## config.mk

```make
export PLATFORM = sky130hd
export DESIGN_NAME = chaos_keystream_extractor
export DESIGN_NICKNAME = d
export VERILOG_FILES = /design/src/rtl/chaos_pkg.sv /design/src/rtl/chaos_key_fifo.sv /design/src/rtl/chaos_keystream_extractor.sv
export SDC_FILE = /design/constraint.sdc
export NUM_CORES = 1
export LEC_CHECK = 0
export ABC_AREA = 1
export ABC_CLOCK_PERIOD_IN_PS = 4000
export CORE_UTILIZATION = 54
export CTS_CLUSTER_DIAMETER = 30
export DETAILED_ROUTE_END_ITERATION = 16
export MAX_ROUTING_LAYER = met4
export PLACE_DENSITY = 0.83
export SYNTH_ARGS = -nofsm -noshare
export SYNTH_HDL_FRONTEND = slang
export SYNTH_HIERARCHICAL = 1
export SYNTH_SLANG_ARGS = --single-unit
```

## constraint.sdc

```tcl
create_clock -name clk -period 4 [get_ports clk]
set_input_delay 1 -clock clk [delete_from_list [all_inputs] [get_ports clk]]
set_output_delay 1 -clock clk [all_outputs]
set_load 0.005 [all_outputs]
```

## src/rtl/chaos_pkg.sv

```systemverilog
// Shared types and constants for the chaos keystream extractor.
package chaos_pkg;

  typedef struct packed {
    logic        sign;
    logic [7:0]  exp;
    logic [22:0] mant;
  } float32_t;

  localparam logic [7:0] EXP_NONFINITE = 8'hFF;
  localparam int         KEY_X1_LSB    = 0;
  localparam int         KEY_X2_LSB    = 5;
  localparam int         KEY_X3_LSB    = 10;

  // Inf and NaN share the all-ones exponent; either one poisons the sample.
  function automatic logic is_nonfinite(input float32_t f);
    return f.exp == EXP_NONFINITE;
  endfunction

endpackage

```

## src/rtl/chaos_key_fifo.sv

```systemverilog
// First-word-fall-through byte FIFO. Occupancy is the difference of
// free-running write/read counts that carry one extra wrap bit, so full
// and empty never alias. A push into a full FIFO with no pop is dropped
// and reported on 'drop' for one cycle.
module chaos_key_fifo #(
  parameter int DEPTH = 16,
  parameter int AW    = $clog2(DEPTH)
) (
  input  logic          clk,
  input  logic          rst_n,
  input  logic          push,
  input  logic [7:0]    push_data,
  input  logic          pop,
  output logic [7:0]    rd_data,
  output logic          empty,
  output logic          full,
  output logic [AW:0]   level,
  output logic          drop
);

  logic [7:0]  mem [DEPTH];
  logic [AW:0] wr_cnt, rd_cnt;
  logic        do_push, do_pop;

  assign level   = wr_cnt - rd_cnt;
  assign empty   = (level == '0);
  assign full    = (level == (AW+1)'(DEPTH));
  // A pop frees the slot a same-edge push needs, so full+pop still accepts.
  assign do_pop  = pop & ~empty;
  assign do_push = push & (~full | do_pop);
  assign drop    = push & full & ~do_pop;
  // Head is forced to zero when empty so the output is defined from reset.
  assign rd_data = empty ? 8'h00 : mem[rd_cnt[AW-1:0]];

  // Write/read counts; wrap is implicit in the modulo-2^(AW+1) arithmetic.
  always_ff @(posedge clk or negedge rst_n) begin
    if (!rst_n) begin
      wr_cnt <= '0;
      rd_cnt <= '0;
    end else begin
      if (do_push) wr_cnt <= wr_cnt + (AW+1)'(1);
      if (do_pop)  rd_cnt <= rd_cnt + (AW+1)'(1);
    end
  end

  // Storage needs no reset: entries are only read once written.
  always_ff @(posedge clk) begin
    if (do_push) mem[wr_cnt[AW-1:0]] <= push_data;
  end

endmodule

```

## src/rtl/chaos_keystream_extractor.sv

```systemverilog
// Turns free-running chaos generator samples into key bytes: skips the
// transient warm-up, rejects Inf/NaN samples, folds mantissa bits of the
// three state variables into one byte, and queues the bytes for the cipher.
module chaos_keystream_extractor
  import chaos_pkg::*;
#(
  parameter int WARMUP     = 1000,
  parameter int FIFO_DEPTH = 16
) (
  input  logic                          clk,
  input  logic                          rst_n,
  input  logic                          enable,
  input  logic                          in_valid,
  input  logic [31:0]                   x1_in,
  input  logic [31:0]                   x2_in,
  input  logic [31:0]                   x3_in,
  input  logic                          err_clr,
  output logic [7:0]                    key_byte,
  output logic                          key_valid,
  input  logic                          key_ready,
  output logic [$clog2(FIFO_DEPTH):0]   fifo_level,
  output logic                          warm_done,
  output logic                          nonfinite_err,
  output logic                          overflow_err
);

  localparam int              AW        = $clog2(FIFO_DEPTH);
  localparam int              CW        = (WARMUP > 0) ? $clog2(WARMUP + 1) : 1;
  localparam logic [CW-1:0]   WARM_LAST = CW'((WARMUP > 0) ? WARMUP - 1 : 0);
  localparam bit              NO_WARM   = (WARMUP == 0);

  logic          accept, nonfin, finite_ok, keep;
  logic [7:0]    k;
  logic [CW-1:0] warm_cnt;
  logic          s1_vld;
  logic [7:0]    s1_key;
  logic          fifo_empty, fifo_drop, fifo_full_unused;
  logic          unused_bits;

  assign accept    = enable & in_valid;
  assign nonfin    = is_nonfinite(float32_t'(x1_in)) |
                     is_nonfinite(float32_t'(x2_in)) |
                     is_nonfinite(float32_t'(x3_in));
  assign finite_ok = accept & ~nonfin;
  // With no warm-up configured, samples count from the very first edge.
  assign keep      = finite_ok & (warm_done | NO_WARM);
  assign k         = x1_in[KEY_X1_LSB +: 8] ^ x2_in[KEY_X2_LSB +: 8] ^ x3_in[KEY_X3_LSB +: 8];
  assign key_valid = ~fifo_empty;

  // Sign, upper mantissa and unfolded low bits do not feed the key.
  assign unused_bits = &{x1_in[31], x1_in[22:8], x2_in[31], x2_in[22:13],
                         x2_in[4:0], x3_in[31], x3_in[22:18], x3_in[9:0]};

  // Warm-up: count finite samples; the WARMUP-th one sets warm_done and is
  // still discarded because keep looks at the pre-edge warm_done.
  always_ff @(posedge clk or negedge rst_n) begin
    if (!rst_n) begin
      warm_cnt  <= '0;
      warm_done <= 1'b0;
    end else if (NO_WARM) begin
      warm_done <= 1'b1;
    end else if (finite_ok && !warm_done) begin
      warm_cnt <= warm_cnt + CW'(1);
      if (warm_cnt == WARM_LAST) warm_done <= 1'b1;
    end
  end

  // Single pipeline stage between extraction and the FIFO write.
  always_ff @(posedge clk or negedge rst_n) begin
    if (!rst_n) begin
      s1_vld <= 1'b0;
      s1_key <= 8'h00;
    end else begin
      s1_vld <= keep;
      s1_key <= k;
    end
  end

  // Sticky error flags; a new event on the clearing edge wins.
  always_ff @(posedge clk or negedge rst_n) begin
    if (!rst_n) begin
      nonfinite_err <= 1'b0;
      overflow_err  <= 1'b0;
    end else begin
      if (accept && nonfin) nonfinite_err <= 1'b1;
      else if (err_clr)     nonfinite_err <= 1'b0;
      if (fifo_drop)        overflow_err  <= 1'b1;
      else if (err_clr)     overflow_err  <= 1'b0;
    end
  end

  chaos_key_fifo #(.DEPTH(FIFO_DEPTH), .AW(AW)) u_fifo (
    .clk       (clk),
    .rst_n     (rst_n),
    .push      (s1_vld),
    .push_data (s1_key),
    .pop       (key_ready),
    .rd_data   (key_byte),
    .empty     (fifo_empty),
    .full      (fifo_full_unused),
    .level     (fifo_level),
    .drop      (fifo_drop)
  );

endmodule

```

==> flow_summary.json <==
{
  "outcome": "completed",
  "fp.dieW_microns": 118,
  "gp_congestion": 0.891,
  "dieHeight_microns": 118,
  "maxCapViolCount": 0,
  "grt_pass1_wl_microns": 26500,
  "place_ws_ns": 0.0876,
  "fin_ws_ns": 0.119,
  "layout.nets": 899,
  "final_layout_size_suffix_gt1_share_pct": 8.51,
  "synth.avg_cell_area_sq_um": 10.2,
  "leakage_uw": 0.00347,
  "arrival_ns": 2.88,
  "n_antenna_cell": 0,
  "overflow": 0,
  "cp_slowest_cell": "fa_1",
  "cp-end-kind": "output port",
  "worstPathCellList": "inv_2 -> ha_1 -> inv_2 -> fa_1 -> or2_2 -> nor2_4 -> nand2_4 -> nor2_4 -> nor2_1 -> clkdlybuf4s50_1",
  "finClkSkew_ns": 0.0130,
  "clk_pin_slew_ns": 0.06,
  "crit_type": "reg -> out",
  "slew_viol_final": 0,
  "worstPathMaxFanout": 5,
  "wire_per_inst_microns": 16.9,
  "fin_crit_sh_pct": 97.0,
  "setup_viol": 0,
  "vias": 5467,
  "pwr-share-clk_pct": 26.7,
  "fin_cells": 975,
  "drtAntennaViolNets": 0,
  "cts_tree": "built",
  "seqPwrFrac_pct": 34.7,
  "vdd_drop_max_mv": 0.271,
  "ios": 119,
  "start_util_pct": 55.1,
  "netlist_area_sq_um": 7270,
  "grt_antenna_before_repair": 0,
  "post-route-min-period_ns": 3.88,
  "dr.pass1.iters": 6,
  "synth_fp_nets": 824,
  "cts_sinks": 160,
  "wirelength_microns": 16500,
  "syn_inst": 711,
  "required_ns": 3.00,
  "slowest_delay_ns": 0.46,
  "remaining_drc_errors": 0,
  "cts_made_buffers": 17,
  "power.internal_uw": 3820,
  "root_buffer": "clkbuf_16",
  "h-tree-depth": 4,
  "clock_latency_ns": 0.42,
  "vias_per_cell": 5.61,
  "dp_hpwl_microns": 10200,
  "synthToLayoutAreaGrowth_pct": 20.9,
  "switching_share_pct": 36.4,
  "io_buffers": 70,
  "grt_util_all_layers_pct": 25.5,
  "start_kind": "flip-flop",
  "relSlewSlack_pct": 32.1,
  "p_per_area_nw_per_um2": 683,
  "fmax_mhz": 258,
  "grt_max_degree": 68,
  "die-area_sq_um": 13900,
  "first_iter_violations": 612,
  "yosys_warnings": 6,
  "holdCritPathClass": "reg -> reg",
  "design.core.area_sq_um": 13200,
  "rows": 42,
  "grt_pass1_vias": 5357,
  "hold_violations": 0,
  "tightest_slew_ns": 1.01,
  "dp.cells": 938,
  "clock_path_buffers": 2,
  "p_sw_uw": 2180,
  "p_comb_share_pct": 38.6
}
-- per-stage QoR --
stage                     hold slack [ns]  area [sq um]  total power, uW  setup TNS [ns]  util, %
after floorplan                     0.467          7270             3380               0        -
after global placement              0.483          8110             4110               0     61.5
after detailed placement            0.503          8110             4210               0     61.5
after CTS                           0.525          8760             5930               0     66.4
after global routing                0.538          8790             6300         -0.0243     66.6
final                               0.524          8790             6000               0     66.6
-- worst paths after layout --
path	start	to	slack, ns	cells past startpoint
setup / recovery	u_fifo/wr_cnt[0]	key_byte[1]	0.12	10
hold / removal	overflow_err	overflow_err	0.52	2
setup reg to reg	u_fifo/wr_cnt[0]	u_fifo/mem[3][1]	0.80	10
hold reg to reg	overflow_err	overflow_err	0.52	2
max in group asynchronous	rst_n	u_fifo/rd_cnt[0]	2.69	2
min in group asynchronous	rst_n	s1_key[0]	0.98	2
-- what timing repair did --
item                                    CTS  global route
endpoints found under the setup margin    9             9
gates cloned                              1             0
setup buffers                             2             2
pin swaps                                 2             1
hold buffers                              0             0
gates resized for setup                   8             4
-- power by group through the flow --
stage	clock network (uW)	registers, uW	logic [uW]
6_report	1600	2080	2320
5_1_grt	1690	2100	2510
4_1_cts	1610	2080	2240
3_5_place_dp	0	2110	2100
3_3_place_gp	0	2100	2010
2_1_floorplan	0	2070	1310
-- sequential cells by signal (all words and copies together), names as in the netlist --
name	flops
overflow_err	1
s1_vld	1
u_fifo/rd_cnt	5
nonfinite_err	1
warm_cnt	10
u_fifo/wr_cnt	5
warm_done	1
u_fifo/mem	128
s1_key	8
-- placed cells by master (no fill, tap or decap), types with 2 or more instances in the layout --
cell type        count
xnor2_1             22
nand2_1            243
o211ai_1             2
nand3_1            112
dfrtp_1             31
clkdlybuf4s50_1     70
clkinv_4             5
xor2_1              10
o21ai_0             10
nor2_4               5
buf_4               12
nand2_2              6
bufinv_16            2
clkinvlp_4           2
nand2_4              3
clkbuf_16           17
inv_2                3
ha_1                10
inv_1               28
clkinv_2             2
edfxtp_1           128
nor2_1              55
inv_8                2
-- per-layer routing --
layer,GRT usage (%),wire length [microns],up-vias,share of wire [%]
li1,-,-,2527,-
met1,28.8,6110,2607,37
met2,44.7,8690,303,53
met3,5.28,1360,30,8.2
met4,9.13,348,0,2.1
met5,-,0,-,0
-- critical path, delay by kind of cell (launching register included) --
family	cells	cell delay, ns
adders and majority gates	2	0.63
buffers and inverters	3	0.60
and+or+nand+nor	5	0.86
DFF	1	0.39
-- layout make-up --
type / instances / area [sq um]
clock buffers: 19 / 443
flip-flops and latches: 160 / 4650
fillers: 903 / 4400
well taps: 176 / 220
inverters: 33 / 125
multi-input cells: 491 / 2390
repair buffers: 83 / 806
clock inverters: 13 / 155
Note: power is estimated with default switching activity, not from simulation.
